File: config.mk
export PLATFORM = sky130hd
export DESIGN_NAME = quad_poly_eval
export DESIGN_NICKNAME = d
export VERILOG_FILES = /design/src/rtl/quad_poly_eval.sv
export SDC_FILE = /design/constraint.sdc
export NUM_CORES = 1
export LEC_CHECK = 0
export CAP_MARGIN = 20
export CORE_MARGIN = 8
export CORE_UTILIZATION = 55
export DETAILED_ROUTE_END_ITERATION = 12
export PLACE_DENSITY = 0.75
export SLEW_MARGIN = 20
export SYNTH_ARGS = -nofsm -noshare
export SYNTH_HDL_FRONTEND = slang
export SYNTH_SLANG_ARGS = --single-unit
export TNS_END_PERCENT = 1
File: constraint.sdc
create_clock -name clk -period 8 [get_ports clk]
set_input_delay 0.8 -clock clk [delete_from_list [all_inputs] [get_ports clk]]
set_output_delay 0.8 -clock clk [all_outputs]
set_load 0.02 [all_outputs]
File: src/rtl/quad_poly_eval.sv
// Sequential evaluator for F(x,y,z)=Ax^2+Bx+Cy^2+Dy+Ez^2+Fz+G using one shared multiplier.
// Define QUAD_POLY_REARM_EN to let DONE return to IDLE when en drops; otherwise DONE is sticky until reset.
//
// state | meaning
// IDLE  | waiting for en; latches x,y,z and seeds accumulator with G
// TX2   | accumulate A*x^2
// TX1   | accumulate B*x
// TY2   | accumulate C*y^2
// TY1   | accumulate D*y
// TZ2   | accumulate E*z^2
// TZ1   | accumulate F*z, publish result
// DONE  | result valid on out, done high
module quad_poly_eval #(
  parameter logic signed [4:0] A = 5,
  parameter logic signed [4:0] B = 8,
  parameter logic signed [4:0] C = -4,
  parameter logic signed [4:0] D = 3,
  parameter logic signed [4:0] E = 6,
  parameter logic signed [4:0] F = -2,
  parameter logic signed [4:0] G = 13
) (
  input  logic               clk,
  input  logic               rst,
  input  logic               en,
  input  logic [3:0]         in0,
  input  logic [3:0]         in1,
  input  logic [3:0]         in2,
  output logic               done,
  output logic signed [18:0] out
);

  typedef enum logic [2:0] {IDLE, TX2, TX1, TY2, TY1, TZ2, TZ1, DONE} state_t;

  state_t             state, state_nxt;
  logic [3:0]         x_q, y_q, z_q;
  logic signed [18:0] acc;
  logic signed [18:0] out_q;
  logic signed [4:0]  coef;
  logic [7:0]         opnd;
  logic [7:0]         x_sq, y_sq, z_sq;
  logic signed [18:0] prod;
  logic               term_active;

  assign x_sq = {4'b0, x_q} * {4'b0, x_q};
  assign y_sq = {4'b0, y_q} * {4'b0, y_q};
  assign z_sq = {4'b0, z_q} * {4'b0, z_q};

  // Operands are non-negative, so zero-extension keeps the product signed-correct.
  assign prod = $signed({{14{coef[4]}}, coef}) * $signed({11'b0, opnd});

  always_comb begin
    state_nxt   = state;
    coef        = '0;
    opnd        = '0;
    term_active = 1'b0;
    case (state)
      IDLE: if (en) state_nxt = TX2;
      TX2: begin coef = A; opnd = x_sq;        term_active = 1'b1; state_nxt = TX1; end
      TX1: begin coef = B; opnd = {4'b0, x_q}; term_active = 1'b1; state_nxt = TY2; end
      TY2: begin coef = C; opnd = y_sq;        term_active = 1'b1; state_nxt = TY1; end
      TY1: begin coef = D; opnd = {4'b0, y_q}; term_active = 1'b1; state_nxt = TZ2; end
      TZ2: begin coef = E; opnd = z_sq;        term_active = 1'b1; state_nxt = TZ1; end
      TZ1: begin coef = F; opnd = {4'b0, z_q}; term_active = 1'b1; state_nxt = DONE; end
      DONE: begin
`ifdef QUAD_POLY_REARM_EN
        if (!en) state_nxt = IDLE;
`else
        state_nxt = DONE;
`endif
      end
      default: state_nxt = IDLE;
    endcase
  end

  always_ff @(posedge clk or negedge rst) begin
    if (!rst) begin
      state <= IDLE;
      x_q   <= '0;
      y_q   <= '0;
      z_q   <= '0;
      acc   <= '0;
      out_q <= '0;
    end else begin
      state <= state_nxt;
      if (state == IDLE && en) begin
        x_q <= in0;
        y_q <= in1;
        z_q <= in2;
        acc <= {{14{G[4]}}, G};
      end else if (term_active) begin
        acc <= acc + prod;
      end
      if (state == TZ1) out_q <= acc + prod;
    end
  end

  assign done = (state == DONE);
  assign out  = out_q;

endmodule
==> impl_metrics.yaml <==
synthesis:
  ys_top_cells_by_area: "dfrtp_1 (26%), ha_1 (15%), fa_1 (13%), inv_1 (4.5%), nand2_1 (4.0%)"
  synth_edf_count: 0
  yosys_warnings: 0
  ys_seq_area_frac: 0.263
  synth.net_count: 656
  ys.flop_type: "dfrtp_1"
  syn_avg_cell_area_sq_um: 9.20
  synth_top_area_cell: "dfrtp_1"
  synthCells: 547
  ys_ff_latch: 53
  synth_top_area_share: 0.263
  async_reset_ff_frac: 1.00
  netlist_area_sq_um: 5030
  synthDistinctLibCells: 57
die:
  dieArea_sq_um: 12500
  fp-row-count: 35
  ioPinCount: 35
  die_w_um: 112
  fp.dieH_um: 112
  core_sq_um: 9060
  initial_utilization: 0.555
routing:
  wl_met2_um: 5420
  first_pass_iters: 5
  dr.first_iter.drc_count: 280
  top_layer: "met4"
  route.detailed.drc: 0
  met1_length_um: 4930
  via_per_inst: 5.86
  wl_um: 11100
  vias: 3987
  final_antenna_net_count: 0
  wl_met3_um: 608
  routedWlPerCell_um: 16.3
power:
  p_comb_frac: 0.025
  p_leak_nw: 2.69
  internal_power_uw: 378
  seq_power_share: 0.554
  swShare: 0.218
  powerDensity_nw_per_um2: 87.0
  p_sw_uw: 105
  ir_drop_uv: 71.0
  clkPwrFrac: 0.421
clocking:
  cts_max_level: 2
  cts_buffer_depth: 2
  cts_tree: "done"
  insertion_delay_ns: 0.32
  cts.clk_slew.worst_paths_ns: 0.11
  root_buffer: "clkbuf_8"
  cts_buffers: 5
  cts_resized: 0
  cts_sinks: 53
  ctsHoldBuffers: 0
  cts_setup_buffers: 0
timing:
  tns_ns: 0
  final_max_slew_viol_count: 0
  hold_violations: 0
  worst_pin_slew_ns: 0.824
  fin_crit_sh: 0.808
  rsz0062_at_grt: "no"
  final-setup-viol-count: 0
  fin_crit_ns: 6.46
  finClkSkew_ns: 0.00992
  fmax_mhz: 155
  slew_headroom: 0.450
global_routing:
  grt_pass1_wl_um: 19000
  track_usage: 0.183
  grt_pass1_vias: 3958
  antenna_found_initial: 0
  grt-ovfl-total: 0
  grt_max_degree: 54
worst_setup_path:
  crit_path_top_delay_cell: "fa_1"
  path_max_fanout: 9
  crit_family: "adder cells"
  endpoint_kind: "flip-flop"
  cp_cell_sequence: "nor2b_1 > and2_1 > inv_1 > fa_1 > mux2_2 > o22ai_1 > a32o_1 > nor2_1 > nor2_1 > fa_1 > inv_1 > fa_1 > inv_1 > fa_1 > inv_1 > fa_1 > inv_1 > fa_1 > a21o_1 > a221oi_2 > o21ai_1 > a221oi_2 > xor2_1 > o21ai_0"
  crit_top_cell: "fa_1"
  arrival_ns: 6.65
  critPathKind: "flip-flop to flip-flop"
  critical_path_buf_inv_count: 5
  r2r_setup_slack_ns: 1.54
  r2r.worst_path.cells: 24
  cp_data_required_time_ns: 8.19
  r2r-end: "acc[17]$_DFFE_PN0P_"
  rr_startpoint: "x_q[1]$_DFFE_PN0P_"
  cp-start-kind: "flip-flop"
  cp_slowest_stage_delay_ns: 0.53
worst_hold_path:
  hold_path_end: "out[0]$_DFFE_PN0N_"
  worstHoldPathCells: 2
  hp-class: "flip-flop to flip-flop"
  hold_start: "out[0]$_DFFE_PN0N_"
flow_run:
  drv_cap: 0
placement:
  gp_congestion: 0.896
  dp_hpwl_um: 8630
  place.port_buffers: 34
  dp_cells: 672
outcome:
  status: "finished, final reports clean"
layout:
  fin_cells: 680
  drive_above_1_share: 0.0685
  area_growth_pct: 10.3
  finalNetCount: 677
  num-fill-cells: 750
  antenna_cells_inserted: 0
[synth_stat cells (3+ instances only)]
master,count
xor2_1,10
o21a_1,3
and3_1,10
xnor2_1,11
nor2_1,20
o31ai_1,3
nand3b_1,4
mux2_2,14
nand3_1,25
a21o_1,8
nand2_1,54
fa_1,33
nor3_1,7
nand2b_1,5
and2_1,17
dfrtp_1,53
o22ai_1,4
inv_1,60
o21ai_0,32
nor4_1,3
clkbuf_1,15
nor2b_1,15
a31o_2,3
a21oi_1,23
ha_1,61
buf_2,6
o211ai_1,4
a31oi_1,5
[sequential cells by signal, indices dropped and copies added, names as in the netlist]
name	count
acc	19
out	19
x_q	4
y_q	4
z_q	4
state	3
[layer usage]
layer | vias to the layer above | GRT usage
met3 | 10 | 0.0319
met2 | 106 | 0.301
li1 | 1897 | -
met5 | - | 0
met4 | 0 | 0.0401
met1 | 1974 | 0.246
[layout make-up]
type                    count  area [sq um]  area share
repair buffers             38           365      0.0658
clock inverters             2          41.3     0.00744
inverters                  61           234      0.0421
flip-flops and latches     53          1330       0.239
multi-input cells         409          3360       0.606
well taps                 111           139      0.0250
clock buffers               6          82.6      0.0149
[stage by stage]
| step | hold slack (ns) | utilization | total power [mW] | setup WS [ns] | cell area [sq um] |
|---|---|---|---|---|---|
| 6_report | 0.482 | 0.613 | 0.483 | 1.54 | 5550 |
| 5_1_grt | 0.528 | 0.613 | 0.501 | 1.17 | 5550 |
| 4_1_cts | 0.495 | 0.613 | 0.493 | 1.57 | 5550 |
| 3_5_place_dp | 0.468 | 0.599 | 0.286 | 1.61 | 5430 |
| 3_3_place_gp | 0.459 | 0.599 | 0.286 | 1.78 | 5430 |
| 2_1_floorplan | 0.469 | - | 0.273 | 2.07 | 5030 |
[how the worst max path moves through the flow]
stage	startpoint	to	cells past startpoint
5_1_grt	x_q[1]$_DFFE_PN0P_	out[13]$_DFFE_PN0N_	24
3_3_place_gp	x_q[1]$_DFFE_PN0P_	acc[17]$_DFFE_PN0P_	24
6_report	x_q[1]$_DFFE_PN0P_	acc[17]$_DFFE_PN0P_	24
2_1_floorplan	z_q[1]$_DFFE_PN0P_	out[17]$_DFFE_PN0N_	25
3_5_place_dp	x_q[2]$_DFFE_PN0P_	acc[17]$_DFFE_PN0P_	24
4_1_cts	x_q[1]$_DFFE_PN0P_	acc[17]$_DFFE_PN0P_	24
[layout by cell type, fill, tap and decap left out, types with 6 or more instances in the layout]
cell type,n
a21o_1,8
a21oi_1,23
and2_1,17
and3_1,10
clkbuf_8,6
clkdlybuf4s50_1,33
dfrtp_1,53
fa_1,33
ha_1,61
inv_1,60
mux2_2,14
nand2_1,54
nand3_1,25
nor2_1,20
nor2b_1,15
nor3_1,7
o21ai_0,32
xnor2_1,11
xor2_1,10
[power by group through the flow]
| stage | clock [mW] | sequential, mW | combinational, mW |
|---|---|---|---|
| floorplan | 0 | 0.273 | 0.0000704 |
| global placement | 0 | 0.273 | 0.0126 |
| detailed placement | 0 | 0.273 | 0.0127 |
| CTS | 0.213 | 0.268 | 0.0127 |
| global route | 0.219 | 0.268 | 0.0140 |
| finish | 0.203 | 0.268 | 0.0121 |
[worst reg2reg max path, delay by kind of cell, from the launching register on]
kind | cells | cell delay (ns)
flops | 1 | 0.49
fa+ha+maj | 6 | 2.99
mux | 1 | 0.15
simple gates | 4 | 0.70
buf+inv | 5 | 0.28
xor+xnor | 1 | 0.19
compound gates | 7 | 1.53
[kinds of logic (layout without fill, tap and decap cells)]
group	Yosys count	after routing	synth area share
compound gates	101	101	0.126
xor+xnor	24	24	0.0485
fa+ha+maj	94	94	0.283
buf+inv	85	107	0.0681
flops	53	53	0.263
mux	16	16	0.0353
simple gates	174	174	0.176
(Power assumes the default switching activity.)
